===== src/rtl/priority_enc_arb.sv =====
// priority_enc_arb: registered priority encoder / arbiter for WIDTH request
// lines with a valid/ready output handshake.
// Channel k is D[WIDTH-1-k]: the MSB of D is channel 0. The gnt output uses
// the same bit mapping.
// Optional feature macro: PE_RR_EN. When it is defined, the block gains an
// rr_mode port and a round-robin pointer. When it is undefined, the block is
// fixed-priority only.
module priority_enc_arb #(
  parameter int WIDTH = 8,
  parameter int IW    = (WIDTH > 1) ? $clog2(WIDTH) : 1
) (
  input  logic             clk,
  input  logic             rst,
  input  logic [WIDTH-1:0] D,
`ifdef PE_RR_EN
  input  logic             rr_mode,
`endif
  input  logic             ready,
  output logic [IW-1:0]    Y,
  output logic [WIDTH-1:0] gnt,
  output logic             valid
);

  logic [IW-1:0]    r_y;
  logic [WIDTH-1:0] r_gnt;
  logic             r_valid;

  logic             w_load;
  logic             w_any;
  logic [WIDTH-1:0] w_req_ch;    // bit k = request of channel k
  logic [IW-1:0]    w_fix_ch;    // lowest-numbered active channel
  logic [IW-1:0]    w_sel_ch;    // channel granted on this load
  logic [WIDTH-1:0] w_gnt_ch;    // one-hot grant, bit k = channel k
  logic [WIDTH-1:0] w_gnt_next;  // one-hot grant in D bit order

  assign Y     = r_y;
  assign gnt   = r_gnt;
  assign valid = r_valid;

  // Outputs may advance when empty or when the consumer takes the current grant.
  always_comb begin
    w_load = !r_valid || ready;
    w_any  = |D;
  end

  // Reorder requests so that bit index equals channel number.
  always_comb begin
    w_req_ch = '0;
    for (int k = 0; k < WIDTH; k++) begin
      w_req_ch[k] = D[WIDTH-1-k];
    end
  end

  // Fixed priority: scan from the highest channel down so that the lowest one wins.
  always_comb begin
    w_fix_ch = '0;
    for (int k = WIDTH - 1; k >= 0; k--) begin
      if (w_req_ch[k]) begin
        w_fix_ch = IW'(k);
      end else begin
        w_fix_ch = w_fix_ch;
      end
    end
  end

`ifdef PE_RR_EN
  logic [IW-1:0]    r_ptr;
  logic [WIDTH-1:0] w_req_rot;   // bit i = channel (ptr + i) mod WIDTH
  logic [IW-1:0]    w_rot_off;   // offset of the first active channel after ptr
  logic [IW:0]      w_rr_sum;
  logic [IW-1:0]    w_rr_ch;
  logic [IW-1:0]    w_ptr_next;

  // Round-robin: rotate requests so that ptr sits at bit 0, pick the first
  // active bit, then map the offset back to a channel number.
  always_comb begin
    w_req_rot = WIDTH'({w_req_ch, w_req_ch} >> r_ptr);
    w_rot_off = '0;
    for (int i = WIDTH - 1; i >= 0; i--) begin
      if (w_req_rot[i]) begin
        w_rot_off = IW'(i);
      end else begin
        w_rot_off = w_rot_off;
      end
    end
    w_rr_sum = {1'b0, r_ptr} + {1'b0, w_rot_off};
    if (w_rr_sum >= (IW+1)'(WIDTH)) begin
      w_rr_ch = IW'(w_rr_sum - (IW+1)'(WIDTH));
    end else begin
      w_rr_ch = w_rr_sum[IW-1:0];
    end
  end

  // Select the arbitration mode and compute the pointer that follows the grant.
  always_comb begin
    if (rr_mode) begin
      w_sel_ch = w_rr_ch;
    end else begin
      w_sel_ch = w_fix_ch;
    end
    if (w_sel_ch == IW'(WIDTH - 1)) begin
      w_ptr_next = '0;
    end else begin
      w_ptr_next = w_sel_ch + IW'(1);
    end
  end

  // The pointer moves only when a round-robin grant is loaded.
  // In fixed mode it keeps its saved value.
  always_ff @(posedge clk or posedge rst) begin
    if (rst) begin
      r_ptr <= '0;
    end else if (w_load && w_any && rr_mode) begin
      r_ptr <= w_ptr_next;
    end else begin
      r_ptr <= r_ptr;
    end
  end
`else
  // Fixed-priority-only build: the lowest active channel always wins.
  always_comb begin
    w_sel_ch = w_fix_ch;
  end
`endif

  // Build the one-hot grant and map it back to D bit order.
  always_comb begin
    w_gnt_ch   = {{(WIDTH-1){1'b0}}, 1'b1} << w_sel_ch;
    w_gnt_next = '0;
    for (int k = 0; k < WIDTH; k++) begin
      w_gnt_next[WIDTH-1-k] = w_gnt_ch[k];
    end
  end

  // Output registers: load a new grant, or clear when there is no request.
  // Otherwise hold through a stall.
  always_ff @(posedge clk or posedge rst) begin
    if (rst) begin
      r_valid <= 1'b0;
      r_y     <= '0;
      r_gnt   <= '0;
    end else if (w_load) begin
      if (w_any) begin
        r_valid <= 1'b1;
        r_y     <= w_sel_ch;
        r_gnt   <= w_gnt_next;
      end else begin
        r_valid <= 1'b0;
        r_y     <= '0;
        r_gnt   <= '0;
      end
    end else begin
      r_valid <= r_valid;
      r_y     <= r_y;
      r_gnt   <= r_gnt;
    end
  end

endmodule


===== config.mk =====
export PLATFORM = sky130hd
export DESIGN_NAME = priority_enc_arb
export DESIGN_NICKNAME = d
export VERILOG_FILES = /design/src/rtl/priority_enc_arb.sv
export SDC_FILE = /design/constraint.sdc
export NUM_CORES = 1
export LEC_CHECK = 0
export BUFFER_PORTS_ARGS = -buffer_cell sky130_fd_sc_hd__buf_4
export CAP_MARGIN = 20
export CORE_MARGIN = 2
export CORE_UTILIZATION = 40
export CTS_CLUSTER_SIZE = 40
export DETAILED_ROUTE_END_ITERATION = 10
export PLACE_DENSITY = 0.76
export SKIP_LAST_GASP = 1
export SLEW_MARGIN = 30
export SYNTH_ARGS = -nofsm -noshare
export SYNTH_HDL_FRONTEND = slang
export SYNTH_SLANG_ARGS = --single-unit

===== constraint.sdc =====
create_clock -name clk -period 1.35 [get_ports clk]
set_input_delay 0.27 -clock clk [delete_from_list [all_inputs] [get_ports clk]]
set_output_delay 0.27 -clock clk [all_outputs]
set_load 0.02 [all_outputs]

# After elaboration in Yosys (flattened, before gate mapping)
# Cells that the tools add are included.
word_totals:
  ff_bits: 12
  in_bits: 11
  output_inout_bits: 12
  elab_cells: 18
op_classes:
  n_shift: 1
  mux: 11
  n_reduce_logical: 3
ops:
  columns: ["cell", "count"]
  rows:
  - ["two-way mux 3 bit", 9]
  - ["two-way mux 8 bit", 1]
  - ["OR reduction 8 bit", 1]
  - ["<< shifter 1 x 3 -> 8 bit (first input constant)", 1]
  - ["logical NOT 1 bit", 1]
  - ["logical OR 1 bit", 1]
  - ["two-way mux 1 bit", 1]

# Logic depth before layout (Yosys ltp)
depth:
  word_depth: 10
  ltp_mapped: 5
  ltp_nobuf: 4

# Least setup slack after synthesis
# OpenSTA, ideal clock, no wires.
synth_path:
  kind: "reg-to-reg"
  startpoint: "register r_valid, in the netlist valid"
  endpoint: "register r_gnt[6], in the netlist gnt[6]"
  setup_ps: 137
  t_arrival_ps: 1136
  slack_ps: 77
  stages_incl_launch_ff: 5
  path_buffers: 2
  period_less_slack_ps: 1273
  path_cell_list: "dfrtp_1 nor2b_1 buf_2 buf_1 o21ai_0"
synth_between:
  elab_chain_len: 2
synth_lines:
  columns: ["item", "line_no", "text"]
  rows:
  - ["start, declared", "26", "logic r_valid;"]
  - ["start signal, assigned", "153", "r_valid <= r_valid;"]
  - ["logical NOT 1 bit", "42", "w_load = !r_valid || ready;"]
  - ["logical OR 1 bit", "42", null]
  - ["end signal, assigned", "146", "r_gnt <= w_gnt_next;"]
  - ["end signal, assigned", "155", "r_gnt <= r_gnt;"]
  - ["end, declared", "25", "logic [WIDTH-1:0] r_gnt;"]
# No other way between the ends.
# A chain may end at the register's enable or synchronous reset.

# Worst setup path in the final report
layout_path:
  startpoint: "register r_valid, in the netlist valid"
  endpoint: "register r_gnt[4], in the netlist gnt[4]"
# The elaborated chain is that of the path after synthesis.

==> metrics <==
outcome=finished with violations; actual slew at the worst max-slew pin=448 ps; Layout Nets=94; failing checks=hold timing; hold slack=-0.0268 ps; Register Area=300 um^2; Hold Vio Cnt, Final=1; Seq/Total Area, Yosys=0.549; first-pass GRT wire length=2040 um; I/O pin count=23; post-CTS setup buffer count=0; WL/cell=12.1 um; post-route clock period utilization=0.861; HP Class=in -> async; CTS resizes=0; Die Area=1680 um^2; Starting Density=0.426; Req. time, crit path=1560 ps; Slew Limit Fails=0; Post-Syn Area=547 um^2; Cell variety after synth=24; Hold-fix buffers, CTS=0; Die X=41.0 um; vias=508; vias in the first global route=492; CP startpoint kind=register; Tot GR Track Use=0.194; Gate Count Post-Synth=52; Area contributors post-synth=dfrtp_1 (55%), nand2_1 (6.2%), mux2_2 (4.1%); pwr dens=1010 nW/um^2; Clk pin slew, worst setup/hold paths=70 ps; critical path arrival=1370 ps; Lkg Pwr=0.400 nW; Synth area leader=dfrtp_1; Initial DRC Count=10; Slew headroom=0.701; Ys Warns=0; dominant synthesized flop cell=dfrtp_1; crit path kind=reg -> reg; Routed WL=1170 um; largest net degree at the start of global routing=17; TritonCTS Sinks=12; Multi-input gate area=226 um^2; Worst R2R Start=valid; Period minus WS final=1160 ps; Setup TNS Final=0 ps; layout cells sized above 1=0.488; final worst setup slack=188 ps; top cells by count, synth=dfrtp_1 (12), nand2_1 (9), inv_1 (3), nor3_1 (3); grt ovf=0; area grow syn2layout=46.9%; f_max=860 MHz; TritonCTS buffer count=3; CTS Buffer Depth=2; Max IR drop VDD=0.000888 V; Vias/cell=5.24; H-tree depth=1; Final Skew=0.427 ps; pre-CTS setup slack=-1.58 ps; fraction of registers with async set or reset after synthesis=1.00; share of the synthesized area in the top cell type=0.549; CTS root buffer=clkbuf_4; syn_area_per_cell=10.5 um^2; most common cell in the netlist=dfrtp_1; GPL Wtd Cong=0.767; Mapped Nets=63; antenna-violating nets left=0; Final Setup Violations=0; Worst setup startpoint=valid; FF+latch count, synth=12; CTS tree=done; # DRC=0; total power=0.813 mW; diode count=0; max cap viols=0; Post-synth EDFFs=0; Fillers=114; Pre-antenna DRT Iters=4; worst skew pair latency=270 ps; Port Buffers=22; Core ar.=1280 um^2; RSZ-0062 raised after global routing=no; worst-path maximum fanout=16; Cell Rows=13; antenna violations before repair=0; Die H=41.0 um; DP Wirelength=908 um; worst reg2reg path depth=4; CP Capture Type=register
-- logic make-up after synthesis --
kind of cell / after synthesis / share of synthesized area
compound gates: 13 / 0.183
buf+inv: 5 / 0.0366
flops: 12 / 0.549
mux: 2 / 0.0412
simple gates: 20 / 0.190
-- state kept, by name, summed over array words and instances, names as in the netlist --
signal,cells
Y,3
gnt,8
valid,1
-- cell usage in the layout (no fill, tap or decap), types with 2 or more instances in the layout --
cell type and count:
inv_1 3, o31ai_1 2, dfrtp_1 12, buf_4 28
a21oi_1 2, a32o_1 2, nand2_1 9, nor3_1 3
nor2_1 2, clkbuf_4 3, mux2_2 2
-- path summary, 6_finish.rpt --
kind,end,slack (ps)
max reg2reg,gnt[4],190
max,gnt[4],190
min,gnt[4],-0.03
min in group clk,Y[1],230
min reg2reg,gnt[1],490
max in group asynchronous,gnt[7],1050
-- critical path: stages (launching register included) --
cell	delay (ps)
dfrtp_1	370
nor2b_1	120
buf_4	190
nor3_1	220
a32o_1	200
-- routing by layer --
metal / wire length (um) / GRT usage / up-vias
li1: - / - / 245
met4: 7 / 0.0750 / 0
met5: 0 / 0 / -
met2: 571 / 0.305 / 22
met3: 117 / 0.0870 / 2
met1: 477 / 0.229 / 239
-- report_power, final --
part           leakage [nW]  internal, mW  switching (mW)  total (mW)
clock network        0.0210         0.164           0.114       0.278
logic                 0.224        0.0724          0.0780       0.150
registers             0.156         0.376         0.00804       0.384
-- cell type report --
class / count / area share
flip-flops and latches: 12 / 0.374
multi-input cells: 35 / 0.282
repair buffers: 28 / 0.262
clock buffers: 4 / 0.0452
well taps: 15 / 0.0234
inverters: 3 / 0.0140
-- metrics by stage --
step                      instances  area, um^2   util
after floorplan                  52         547      -
after global placement           93         767  0.597
after detailed placement         93         767  0.597
after CTS                        97         803  0.625
after global routing             97         803  0.625
final                            97         803  0.625
(Power assumes the default switching activity.)
